File: config.mk
export PLATFORM = sky130hd
export DESIGN_NAME = mem_bus_arbiter_flat
export DESIGN_NICKNAME = d
export VERILOG_FILES = /design/src/rtl/mem_bus_arbiter_pkg.sv /design/src/rtl/mem_bus_arbiter_if.sv /design/src/rtl/mem_bus_arbiter_rr_pick.sv /design/src/rtl/mem_bus_arbiter.sv /design/src/flat_wrapper.sv
export SDC_FILE = /design/constraint.sdc
export NUM_CORES = 1
export LEC_CHECK = 0
export BUFFER_PORTS_ARGS = -buffer_cell sky130_fd_sc_hd__buf_4
export CORE_AREA = 2 2 81 83
export CTS_BUF_LIST = sky130_fd_sc_hd__clkbuf_4
export DETAILED_ROUTE_END_ITERATION = 8
export DIE_AREA = 0 0 83 85
export HOLD_SLACK_MARGIN = 0.08
export PLACE_DENSITY = 0.8
export RECOVER_POWER = 50
export SLEW_MARGIN = 20
export SYNTH_ARGS = -nofsm -noshare
export SYNTH_HDL_FRONTEND = slang
export SYNTH_SLANG_ARGS = --single-unit
export TNS_END_PERCENT = 1
File: constraint.sdc
create_clock -name clk -period 3.19 [get_ports clk]
set_input_delay 0.638 -clock clk [delete_from_list [all_inputs] [get_ports clk]]
set_output_delay 0.638 -clock clk [all_outputs]
set_load 0.01 [all_outputs]
File: src/rtl/mem_bus_arbiter_pkg.sv
// rtl/mem_bus_arbiter_pkg.sv - shared state encoding, direction codes and byte helper
package mem_arb_pkg;

  typedef enum logic [1:0] {
    IDLE   = 2'd0,
    ACCESS = 2'd1,
    RDWAIT = 2'd2
  } arb_state_t;

  localparam logic RW_READ  = 1'b0;
  localparam logic RW_WRITE = 1'b1;

  // Pull byte idx out of a packed bus zero-extended to the 8-requester maximum.
  function automatic logic [7:0] get_byte(input logic [63:0] bus, input logic [2:0] idx);
    return bus[{idx, 3'b000} +: 8];
  endfunction

endpackage

File: src/rtl/mem_bus_arbiter_if.sv
// rtl/mem_bus_arbiter_if.sv - requester and memory-side signal bundle for the arbiter
interface mem_bus_arbiter_if #(
  parameter int NREQ = 3
);
  import mem_arb_pkg::*;

  logic [NREQ-1:0]   req;
  logic [NREQ-1:0]   req_rw;
  logic [NREQ-1:0]   req_lock;
  logic [8*NREQ-1:0] req_addr;
  logic [8*NREQ-1:0] req_wdata;
  logic [NREQ-1:0]   gnt;
  logic [NREQ-1:0]   rvalid;
  logic [7:0]        rdata;
  logic              mem_en;
  logic              mem_rw;
  logic [7:0]        mem_addr;
  logic [7:0]        mem_wdata;
  logic [7:0]        mem_rdata;

  modport slave (
    input  req, req_rw, req_lock, req_addr, req_wdata, mem_rdata,
    output gnt, rvalid, rdata, mem_en, mem_rw, mem_addr, mem_wdata
  );

  modport master (
    output req, req_rw, req_lock, req_addr, req_wdata, mem_rdata,
    input  gnt, rvalid, rdata, mem_en, mem_rw, mem_addr, mem_wdata
  );

endinterface

File: src/rtl/mem_bus_arbiter_rr_pick.sv
// rtl/mem_bus_arbiter_rr_pick.sv - round-robin winner search starting after the last winner
module rr_pick
  import mem_arb_pkg::*;
#(
  parameter int NREQ = 3
) (
  input  logic [NREQ-1:0] req,
  input  logic [2:0]      last,
  output logic [NREQ-1:0] win_oh,
  output logic [2:0]      win_idx
);

  logic [7:0] req8;
  logic [3:0] pos;
  logic       found;

  assign req8 = 8'(req);

  // Scan last+1, last+2, ... with wrap; first set bit wins.
  always_comb begin
    win_idx = '0;
    found   = 1'b0;
    pos     = '0;
    for (int k = 1; k <= NREQ; k++) begin
      pos = {1'b0, last} + 4'(k);
      if (pos >= 4'(NREQ)) pos = pos - 4'(NREQ);
      if (!found && req8[pos[2:0]]) begin
        found   = 1'b1;
        win_idx = pos[2:0];
      end
    end
    win_oh = NREQ'(8'd1 << win_idx);
  end

endmodule

File: src/rtl/mem_bus_arbiter.sv
// rtl/mem_bus_arbiter.sv - shares the 8-bit memory bus between NREQ requesters
module mem_bus_arbiter
  import mem_arb_pkg::*;
#(
  parameter int NREQ    = 3,
  parameter int MEM_LAT = 1,
  parameter int PRIO0   = 0
) (
  input  logic            clk,
  input  logic            rst,
  mem_bus_arbiter_if.slave bus
);

  arb_state_t      state_q, state_d;
  logic [2:0]      last_q, last_d;
  logic [2:0]      owner_q, owner_d;
  logic            lock_q, lock_d;
  logic [2:0]      w_q, w_d;
  logic [1:0]      cnt_q, cnt_d;
  logic [NREQ-1:0] gnt_q, gnt_d;
  logic [NREQ-1:0] rvalid_q, rvalid_d;
  logic [7:0]      rdata_q, rdata_d;
  logic            mem_en_q, mem_en_d;
  logic            mem_rw_q, mem_rw_d;
  logic [7:0]      mem_addr_q, mem_addr_d;
  logic [7:0]      mem_wdata_q, mem_wdata_d;

  logic [7:0]      req8, rw8, lock8;
  logic [NREQ-1:0] rr_oh;
  logic [2:0]      rr_idx;
  logic            owner_req;
  logic            use_prio;
  logic [2:0]      sel;

  assign req8  = 8'(bus.req);
  assign rw8   = 8'(bus.req_rw);
  assign lock8 = 8'(bus.req_lock);

  rr_pick #(.NREQ(NREQ)) u_rr_pick (
    .req     (bus.req),
    .last    (last_q),
    .win_oh  (rr_oh),
    .win_idx (rr_idx)
  );

  // Winner priority: live lock owner, then requester 0 when prioritised, then round-robin.
  always_comb begin
    owner_req = lock_q && req8[owner_q];
    use_prio  = (PRIO0 != 0) && bus.req[0];
    if (owner_req)     sel = owner_q;
    else if (use_prio) sel = 3'd0;
    else               sel = rr_idx;
  end

  // Next-state and next registered-output computation.
  always_comb begin
    state_d     = state_q;
    last_d      = last_q;
    owner_d     = owner_q;
    lock_d      = lock_q;
    w_d         = w_q;
    cnt_d       = cnt_q;
    gnt_d       = '0;
    rvalid_d    = '0;
    rdata_d     = rdata_q;
    mem_en_d    = 1'b0;
    mem_rw_d    = mem_rw_q;
    mem_addr_d  = mem_addr_q;
    mem_wdata_d = mem_wdata_q;
    case (state_q)
      IDLE: begin
        if (lock_q && !req8[owner_q]) lock_d = 1'b0;
        if (|bus.req) begin
          w_d         = sel;
          mem_en_d    = 1'b1;
          mem_rw_d    = rw8[sel];
          mem_addr_d  = get_byte(64'(bus.req_addr), sel);
          mem_wdata_d = get_byte(64'(bus.req_wdata), sel);
          if (owner_req || use_prio) begin
            gnt_d = NREQ'(8'd1 << sel);
          end else begin
            gnt_d  = rr_oh;
            last_d = rr_idx;
          end
          state_d = ACCESS;
        end
      end
      ACCESS: begin
        if (lock8[w_q]) begin
          lock_d  = 1'b1;
          owner_d = w_q;
        end else begin
          lock_d = 1'b0;
        end
        if (mem_rw_q == RW_READ) begin
          cnt_d   = 2'(MEM_LAT - 1);
          state_d = RDWAIT;
        end else begin
          state_d = IDLE;
        end
      end
      RDWAIT: begin
        if (cnt_q == 2'd0) begin
          rdata_d  = bus.mem_rdata;
          rvalid_d = NREQ'(8'd1 << w_q);
          state_d  = IDLE;
        end else begin
          cnt_d = cnt_q - 2'd1;
        end
      end
      default: state_d = IDLE;
    endcase
  end

  // State and registered outputs; async reset abandons any transfer in flight.
  always_ff @(posedge clk or negedge rst) begin
    if (!rst) begin
      state_q     <= IDLE;
      last_q      <= 3'(NREQ - 1);
      owner_q     <= '0;
      lock_q      <= 1'b0;
      w_q         <= '0;
      cnt_q       <= '0;
      gnt_q       <= '0;
      rvalid_q    <= '0;
      rdata_q     <= '0;
      mem_en_q    <= 1'b0;
      mem_rw_q    <= 1'b0;
      mem_addr_q  <= '0;
      mem_wdata_q <= '0;
    end else begin
      state_q     <= state_d;
      last_q      <= last_d;
      owner_q     <= owner_d;
      lock_q      <= lock_d;
      w_q         <= w_d;
      cnt_q       <= cnt_d;
      gnt_q       <= gnt_d;
      rvalid_q    <= rvalid_d;
      rdata_q     <= rdata_d;
      mem_en_q    <= mem_en_d;
      mem_rw_q    <= mem_rw_d;
      mem_addr_q  <= mem_addr_d;
      mem_wdata_q <= mem_wdata_d;
    end
  end

  assign bus.gnt       = gnt_q;
  assign bus.rvalid    = rvalid_q;
  assign bus.rdata     = rdata_q;
  assign bus.mem_en    = mem_en_q;
  assign bus.mem_rw    = mem_rw_q;
  assign bus.mem_addr  = mem_addr_q;
  assign bus.mem_wdata = mem_wdata_q;

endmodule

File: src/flat_wrapper.sv
// flat-port wrapper written by rule: the top's interface ports become plain ports
module mem_bus_arbiter_flat import mem_arb_pkg::*;
#(
  parameter int NREQ    = 3,
  parameter int MEM_LAT = 1,
  parameter int PRIO0   = 0
)
  (clk, rst, bus_req, bus_req_rw, bus_req_lock, bus_req_addr, bus_req_wdata, bus_mem_rdata, bus_gnt, bus_rvalid, bus_rdata, bus_mem_en, bus_mem_rw, bus_mem_addr, bus_mem_wdata);
  mem_bus_arbiter_if #(.NREQ(NREQ)) bus_i ();
  input  logic clk;
  input  logic rst;
  input wire logic [$bits(bus_i.req)-1:0] bus_req;
  input wire logic [$bits(bus_i.req_rw)-1:0] bus_req_rw;
  input wire logic [$bits(bus_i.req_lock)-1:0] bus_req_lock;
  input wire logic [$bits(bus_i.req_addr)-1:0] bus_req_addr;
  input wire logic [$bits(bus_i.req_wdata)-1:0] bus_req_wdata;
  input wire logic [$bits(bus_i.mem_rdata)-1:0] bus_mem_rdata;
  output wire logic [$bits(bus_i.gnt)-1:0] bus_gnt;
  output wire logic [$bits(bus_i.rvalid)-1:0] bus_rvalid;
  output wire logic [$bits(bus_i.rdata)-1:0] bus_rdata;
  output wire logic [$bits(bus_i.mem_en)-1:0] bus_mem_en;
  output wire logic [$bits(bus_i.mem_rw)-1:0] bus_mem_rw;
  output wire logic [$bits(bus_i.mem_addr)-1:0] bus_mem_addr;
  output wire logic [$bits(bus_i.mem_wdata)-1:0] bus_mem_wdata;
  assign bus_i.req = bus_req;
  assign bus_i.req_rw = bus_req_rw;
  assign bus_i.req_lock = bus_req_lock;
  assign bus_i.req_addr = bus_req_addr;
  assign bus_i.req_wdata = bus_req_wdata;
  assign bus_i.mem_rdata = bus_mem_rdata;
  assign bus_gnt = bus_i.gnt;
  assign bus_rvalid = bus_i.rvalid;
  assign bus_rdata = bus_i.rdata;
  assign bus_mem_en = bus_i.mem_en;
  assign bus_mem_rw = bus_i.mem_rw;
  assign bus_mem_addr = bus_i.mem_addr;
  assign bus_mem_wdata = bus_i.mem_wdata;
  mem_bus_arbiter #(.NREQ(NREQ), .MEM_LAT(MEM_LAT), .PRIO0(PRIO0)) u_core (.clk(clk), .rst(rst), .bus(bus_i));
endmodule
After elaboration in Yosys (flattened, before gate mapping)
Index checks and enable logic that the tools add are counted.
Widths: inputs -> output; s select.
{"block": "classes", "magnitude_cmp": 9, "n_addsub": 7, "shifts": 5, "reduce_logical": 19, "n_eq_ne": 7, "bitwise_logic": 1, "mux": 38}
{"operator": "$shiftx 64x7->8", "count": 2}
{"operator": "$mux 3", "count": 12}
{"operator": "$lt 3x4->1 const B", "count": 6}
{"operator": "$bmux 1 s3", "count": 6}
{"operator": "$ge 4x2->1 const B", "count": 3}
{"operator": "$mux 1", "count": 12}
{"operator": "$mux 2", "count": 5}
{"operator": "$reduce_and 2->1", "count": 5}
{"operator": "$shl 1x3->3 const A", "count": 3}
{"operator": "$sub 3x2->3 const B", "count": 3}
{"operator": "$add 3x2->4 const B", "count": 2}
{"operator": "$ne 2x1->1 const B", "count": 3}
{"operator": "$pmux 2 s3", "count": 1}
{"operator": "$reduce_and 3->1", "count": 2}
{"operator": "$add 3x1->4 const B", "count": 1}
{"operator": "$logic_and 1x1->1", "count": 4}
{"operator": "$logic_not 2->1", "count": 2}
{"operator": "$ne 2x2->1 const B", "count": 2}
{"operator": "$pmux 2 s2", "count": 1}
{"operator": "$reduce_bool 2->1", "count": 2}
{"operator": "$logic_not 1->1", "count": 3}
{"operator": "$reduce_or 3->1", "count": 1}
{"operator": "$eq 2x1->1 const B", "count": 1}
{"operator": "$eq 2x2->1 const B", "count": 1}
{"operator": "other kinds (3)", "count": 3}
{"block": "word_totals", "inputBits": 67, "ff_bits": 46, "elab_cells": 99}

Depth between registers and ports, before layout
{"block": "depth", "ltp_word": 17, "depth_mapped": 14}

Cells and area by module
From an unflattened synthesis, not the netlist that was laid out.
{"block": "hier_totals", "hier_cells": 323, "area_unflattened_um2": 3138.0}
{"module": "mem_bus_arbiter", "cells_per_inst": 263, "area_per_inst_um2": 2670.1, "seq_area_each_um2": 1152.4, "instances": 1}
{"module": "rr_pick", "cells_per_inst": 60, "area_per_inst_um2": 467.9, "seq_area_each_um2": 0.0, "instances": 1}

Least setup slack after synthesis
Ideal clock, no wire load.
{"block": "synth_timing", "path_type": "reg-to-reg", "start": "register u_core.last_q[1]", "end": "register u_core.mem_wdata_q[2], in the netlist u_core.bus.mem_wdata[2]", "n_path_buf": 3, "setup_slack_ns": -0.053, "t_arrival_ns": 3.104, "path_stages_with_launch": 14, "setup_ns": 0.139, "path_cell_list": "dfstp_2 -> inv_1 -> ha_1 -> buf_2 -> nor3b_1 -> o31a_1 -> a211oi_1 -> a2111o_1 -> or3_4 -> a41oi_2 -> buf_6 -> buf_12 -> mux2i_1 -> o221ai_2"}
{"block": "synth_via", "elab_chain_cells": 14, "elab_cells_between_ends": 29, "classes_between": "add/sub: 6; order compare: 3; shift: 1; mux: 15; reduce/logical: 4"}
{"element": "start: declaration", "line": "mem_bus_arbiter.sv:15", "rtl": "logic [2:0] last_q, last_d;"}
{"element": "start signal: assignment", "line": "mem_bus_arbiter.sv:119", "rtl": "last_q <= 3'(NREQ - 1);"}
{"element": "start signal: assignment", "line": "mem_bus_arbiter.sv:133", "rtl": "last_q <= last_d;"}
{"element": "$add 3x1->4", "line": "mem_bus_arbiter_rr_pick.sv:25", "rtl": "pos = {1'b0, last} + 4'(k);"}
{"element": "$ge 4x2->1 or $sub 3x2->3 (tied branches)", "line": "mem_bus_arbiter_rr_pick.sv:26", "rtl": "if (pos >= 4'(NREQ)) pos = pos - 4'(NREQ);"}
{"element": "$mux 3", "line": "mem_bus_arbiter_rr_pick.sv:26"}
{"element": "$bmux 1 s3", "line": "mem_bus_arbiter_rr_pick.sv:27", "rtl": "if (!found && req8[pos[2:0]]) begin"}
{"element": "$mux 1 (not written as such)", "line": "mem_bus_arbiter_rr_pick.sv:27"}
{"element": "$mux 1", "line": "mem_bus_arbiter_rr_pick.sv:27"}
{"element": "$logic_not 1->1", "line": "mem_bus_arbiter_rr_pick.sv:27"}
{"element": "$logic_and 1x1->1", "line": "mem_bus_arbiter_rr_pick.sv:27"}
{"element": "$mux 1", "line": "mem_bus_arbiter_rr_pick.sv:27"}
{"element": "$logic_not 1->1", "line": "mem_bus_arbiter_rr_pick.sv:27"}
{"element": "$logic_and 1x1->1", "line": "mem_bus_arbiter_rr_pick.sv:27"}
{"element": "$mux 3 *", "line": "mem_bus_arbiter_rr_pick.sv:27"}
{"element": "$mux 3 *", "line": "mem_bus_arbiter.sv:50", "rtl": "if (owner_req) sel = owner_q;"}
{"element": "$shiftx 64x7->8 *", "line": "mem_bus_arbiter_pkg.sv:15", "rtl": "return bus[{idx, 3'b000} +: 8];"}
{"element": "end signal: assignment", "line": "mem_bus_arbiter.sv:144", "rtl": "mem_wdata_q <= mem_wdata_d;"}
{"element": "end: declaration", "line": "mem_bus_arbiter.sv:26", "rtl": "logic [7:0] mem_wdata_q, mem_wdata_d;"}
Mark *: on every way between the ends. The rest lies on a longest branch, timed or not. The select of a mux whose other input is x is not followed.
A chain may end at the register's enable or synchronous reset.

Final worst setup path
{"block": "layout_timing", "start": "register u_core.last_q[1]", "end": "register u_core.mem_wdata_q[6], in the netlist u_core.bus.mem_wdata[6]"}
Same word-level chain as after synthesis.

==> flow_metrics.tcl <==
set metrics [dict create \
    synth_compound_area_share_pct 17.5 \
    yosys.area_share.simple_pct 14.8 \
    htreeDepth 2 \
    dr.pass1.iters 4 \
    critPathRequiredTime_ns 3.42 \
    nNetsFinal 454 \
    slew_headroom_pct -59.2 \
    final_cell_mix "buf_4, dfrtp_1, nand2_1" \
    wire_per_inst_um 15.0 \
    drt_first_iter_violations 71 \
    fin_skew_ns 0.0104 \
    status "finished, violations left" \
    die_x_um 83 \
    swShare_pct 41.7 \
    diodes 0 \
    cts_made_buffers 5 \
    p_leak_nw 1.83 \
    yosysTopAreaCell "dfrtp_1" \
    netSwitchingPower_mw 1.78 \
    grt-ovfl-total 0 \
    cts_buffer_depth 2 \
    holdPathStages 1 \
    violations "capacitance limit, slew limit, setup timing" \
    stdcell_count 454 \
    grt_pass1_wl_um 11300 \
    wl_met1_um 2780 \
    irDropWorstVdd_v 0.000693 \
    cts_hold_buf 0 \
    met2_length_um 3620 \
    synthCells 268 \
    die_y_um 85 \
    multiInputGateArea_um2 1470 \
    die_area_um2 7060 \
    critPathBufInv 3 \
    worstPathArrival_ns 3.48 \
    synth_edf_count 0 \
    muxShareOfSynthArea_pct 12.5 \
    grt_max_degree 47 \
    drv_slew 47 \
    grt_pass1_vias 2513 \
    critical_path.most_common_cell "buf_12" \
    syn_area_per_cell_um2 10.2 \
    clk_pin_slew_ns 0.14 \
    place_ws_ns -0.0337 \
    hold_viol 0 \
    synth-xor-area-share_pct 0.962 \
    antenna_found_initial 0 \
    tns_ns -0.139 \
    critPathMaxFanout 15 \
    dp_cells 445 \
    synth_top_family_by_area "compound AO/OA/AOI/OAI gates" \
    worst_hold_path_type "register to register" \
    max_freq_mhz 308 \
    tightest_slew_ns 2.39 \
    hpwl_um 4970 \
    synthArstFlopShare_pct 100 \
    met3_length_um 368 \
    final_common_cell "buf_4" \
    power_density_nw_per_um2 1120 \
    cap_viol_max_count 1 \
    yosys_warnings 0 \
    io_pins 99 \
    p_seq_share_pct 23.2 \
    route.vias.total 2402 \
    start_kind "register" \
    grt_setup_unrepaired "yes" \
    synth-adder-area-share_pct 5.04 \
    clk_latency_ns 0.35 \
    start_util_pct 44.0 \
    port_buffers 98 \
    syn_area_um2 2730 \
    cp_top_family "compound AO/OA/AOI/OAI gates" \
    path_cells "inv_4 > buf_12 > ha_4 > nand4bb_1 > o311a_1 > o21ai_2 > a2111o_1 > or3_4 > a41oi_4 > buf_12 > mux2i_1 > o221ai_2" \
    drtAntennaViolNets 0 \
    synth-main-ff-cell "dfrtp_1" \
    ys_seq_area_share_pct 42.2 \
    ff2ff_path_depth 12 \
    end_kind "register" \
    final_cell_area_um2 3810 \
    cpMaxStageDelayCell "dfstp_2" \
    pwr-share-comb_pct 68.5 \
    dpl_cell_area_um2 3650 \
    setup_violations 8 \
    p_int_mw 2.49 \
    cts_root_buf "clkbuf_4" \
    drc_errors 0 \
    clkSinkCount 46 \
    path_class "register to register" \
    clkPwrFrac_pct 8.4 \
    fp-row-count 29 \
    fp.coreArea_um2 6200 \
    syn_to_final_growth_pct 39.5 \
    synth_area_leaders "dfrtp_1, mux2i_1, ha_1" \
    drive_above_1_share_pct 41.6 \
    max_stage_delay_ns 0.58 \
    fin_ws_ns -0.0580 \
    place.gp.congestion 0.858 \
    routed_wl_um 6820 \
    highest_layer "met4" \
    cp_num_cells 12 \
    track_usage_pct 19.2 \
    synthDistinctLibCells 51 \
    cts_tree "done" \
    fin_crit_sh_pct 102 \
    seqCellArea_um2 1150 \
    period_minus_slack_ns 3.25 \
    fill_cells 482 \
    synth_nets 346 \
    netlist.area_leader.share_pct 41.2 \
    via_per_inst 5.29 \
    ys_ff_latch 46 \
]
final timing paths:
path / slack (ns) / endpoint / startpoint
min in group asynchronous: 1.00 / u_core.cnt_q[0] / rst
worst min-delay path: 0.50 / u_core.cnt_q[0] / u_core.cnt_q[0]
worst min register to register: 0.50 / u_core.cnt_q[0] / u_core.cnt_q[0]
worst max-delay path: -0.06 / u_core.bus.mem_wdata[6] / u_core.last_q[1]
max in group asynchronous: 0.85 / u_core.bus.rvalid[1] / rst
worst max register to register: -0.06 / u_core.bus.mem_wdata[6] / u_core.last_q[1]
layer usage:
| layer | GRT usage, % | vias to the layer above |
|---|---|---|
| met2 | 34.4 | 72 |
| met3 | 3.79 | 4 |
| li1 | - | 1171 |
| met4 | 4.62 | 0 |
| met5 | 0 | - |
| met1 | 23.8 | 1155 |
final cells by class:
type	count	area share, %
Multi-Input combinational cell	179	38.5
Tap cell	77	2.53
Sequential cell	46	30.2
Clock buffer	6	1.18
Inverter	31	3.12
Timing Repair Buffer	113	23.5
Clock inverter	2	0.985
power groups by stage:
| stage | clock network, mW | logic (mW) | registers (mW) |
|---|---|---|---|
| 2_1_floorplan | 0 | 1.77 | 1.05 |
| 3_3_place_gp | 0 | 2.61 | 0.994 |
| 3_5_place_dp | 0 | 2.68 | 0.992 |
| 4_1_cts | 0.364 | 2.71 | 0.987 |
| 5_1_grt | 0.387 | 3.18 | 1.02 |
| 6_report | 0.358 | 2.92 | 0.990 |
synth_stat cells (all sizes together) (2+ instances only):
cell type	count
dfrtp	45
nand2	32
inv	31
mux2i	23
o221ai	17
ha	11
mux2	10
o21ai	10
nor2	9
a21oi	8
nand2b	8
buf	6
clkbuf	6
nand3b	6
a211oi	4
nor2b	3
nor3	3
o211ai	3
o31ai	3
a31oi	2
a41oi	2
and2	2
nand4bb	2
nor4b	2
or3	2
xor2	2
flip-flops by register name, indices dropped and copies added, names as in the netlist, 2 cells and up:
register              count
u_core.last_q             3
u_core.bus.gnt            3
u_core.bus.mem_wdata      8
u_core.bus.rdata          8
u_core.bus.rvalid         3
u_core.w_q                3
u_core.owner_q            3
u_core.bus.mem_addr       8
u_core.state_q            2
u_core.cnt_q              2
logic make-up after synthesis:
logic type,after synthesis
xor+xnor,3
simple gates,76
buf+inv,43
fa+ha+maj,11
mux,33
flops,46
compound gates,56
repair_timing:
| action | 4_1_cts | 5_1_grt |
|---|---|---|
| gates cloned | 0 | 1 |
| endpoints found under the setup margin | 17 | 19 |
| pin swaps | 0 | 2 |
| buffers inserted | 0 | 0 |
| resized for setup | 4 | 10 |
per-stage QoR:
stage	hold WS, ns	util [%]	total power, mW
after CTS	0.283	60.4	4.06
final	0.502	61.4	4.27
after floorplan	0.342	-	2.83
after global routing	0.486	61.4	4.58
after global placement	0.464	58.8	3.60
after detailed placement	0.474	58.8	3.67
Power figures use the tool's default switching activity.
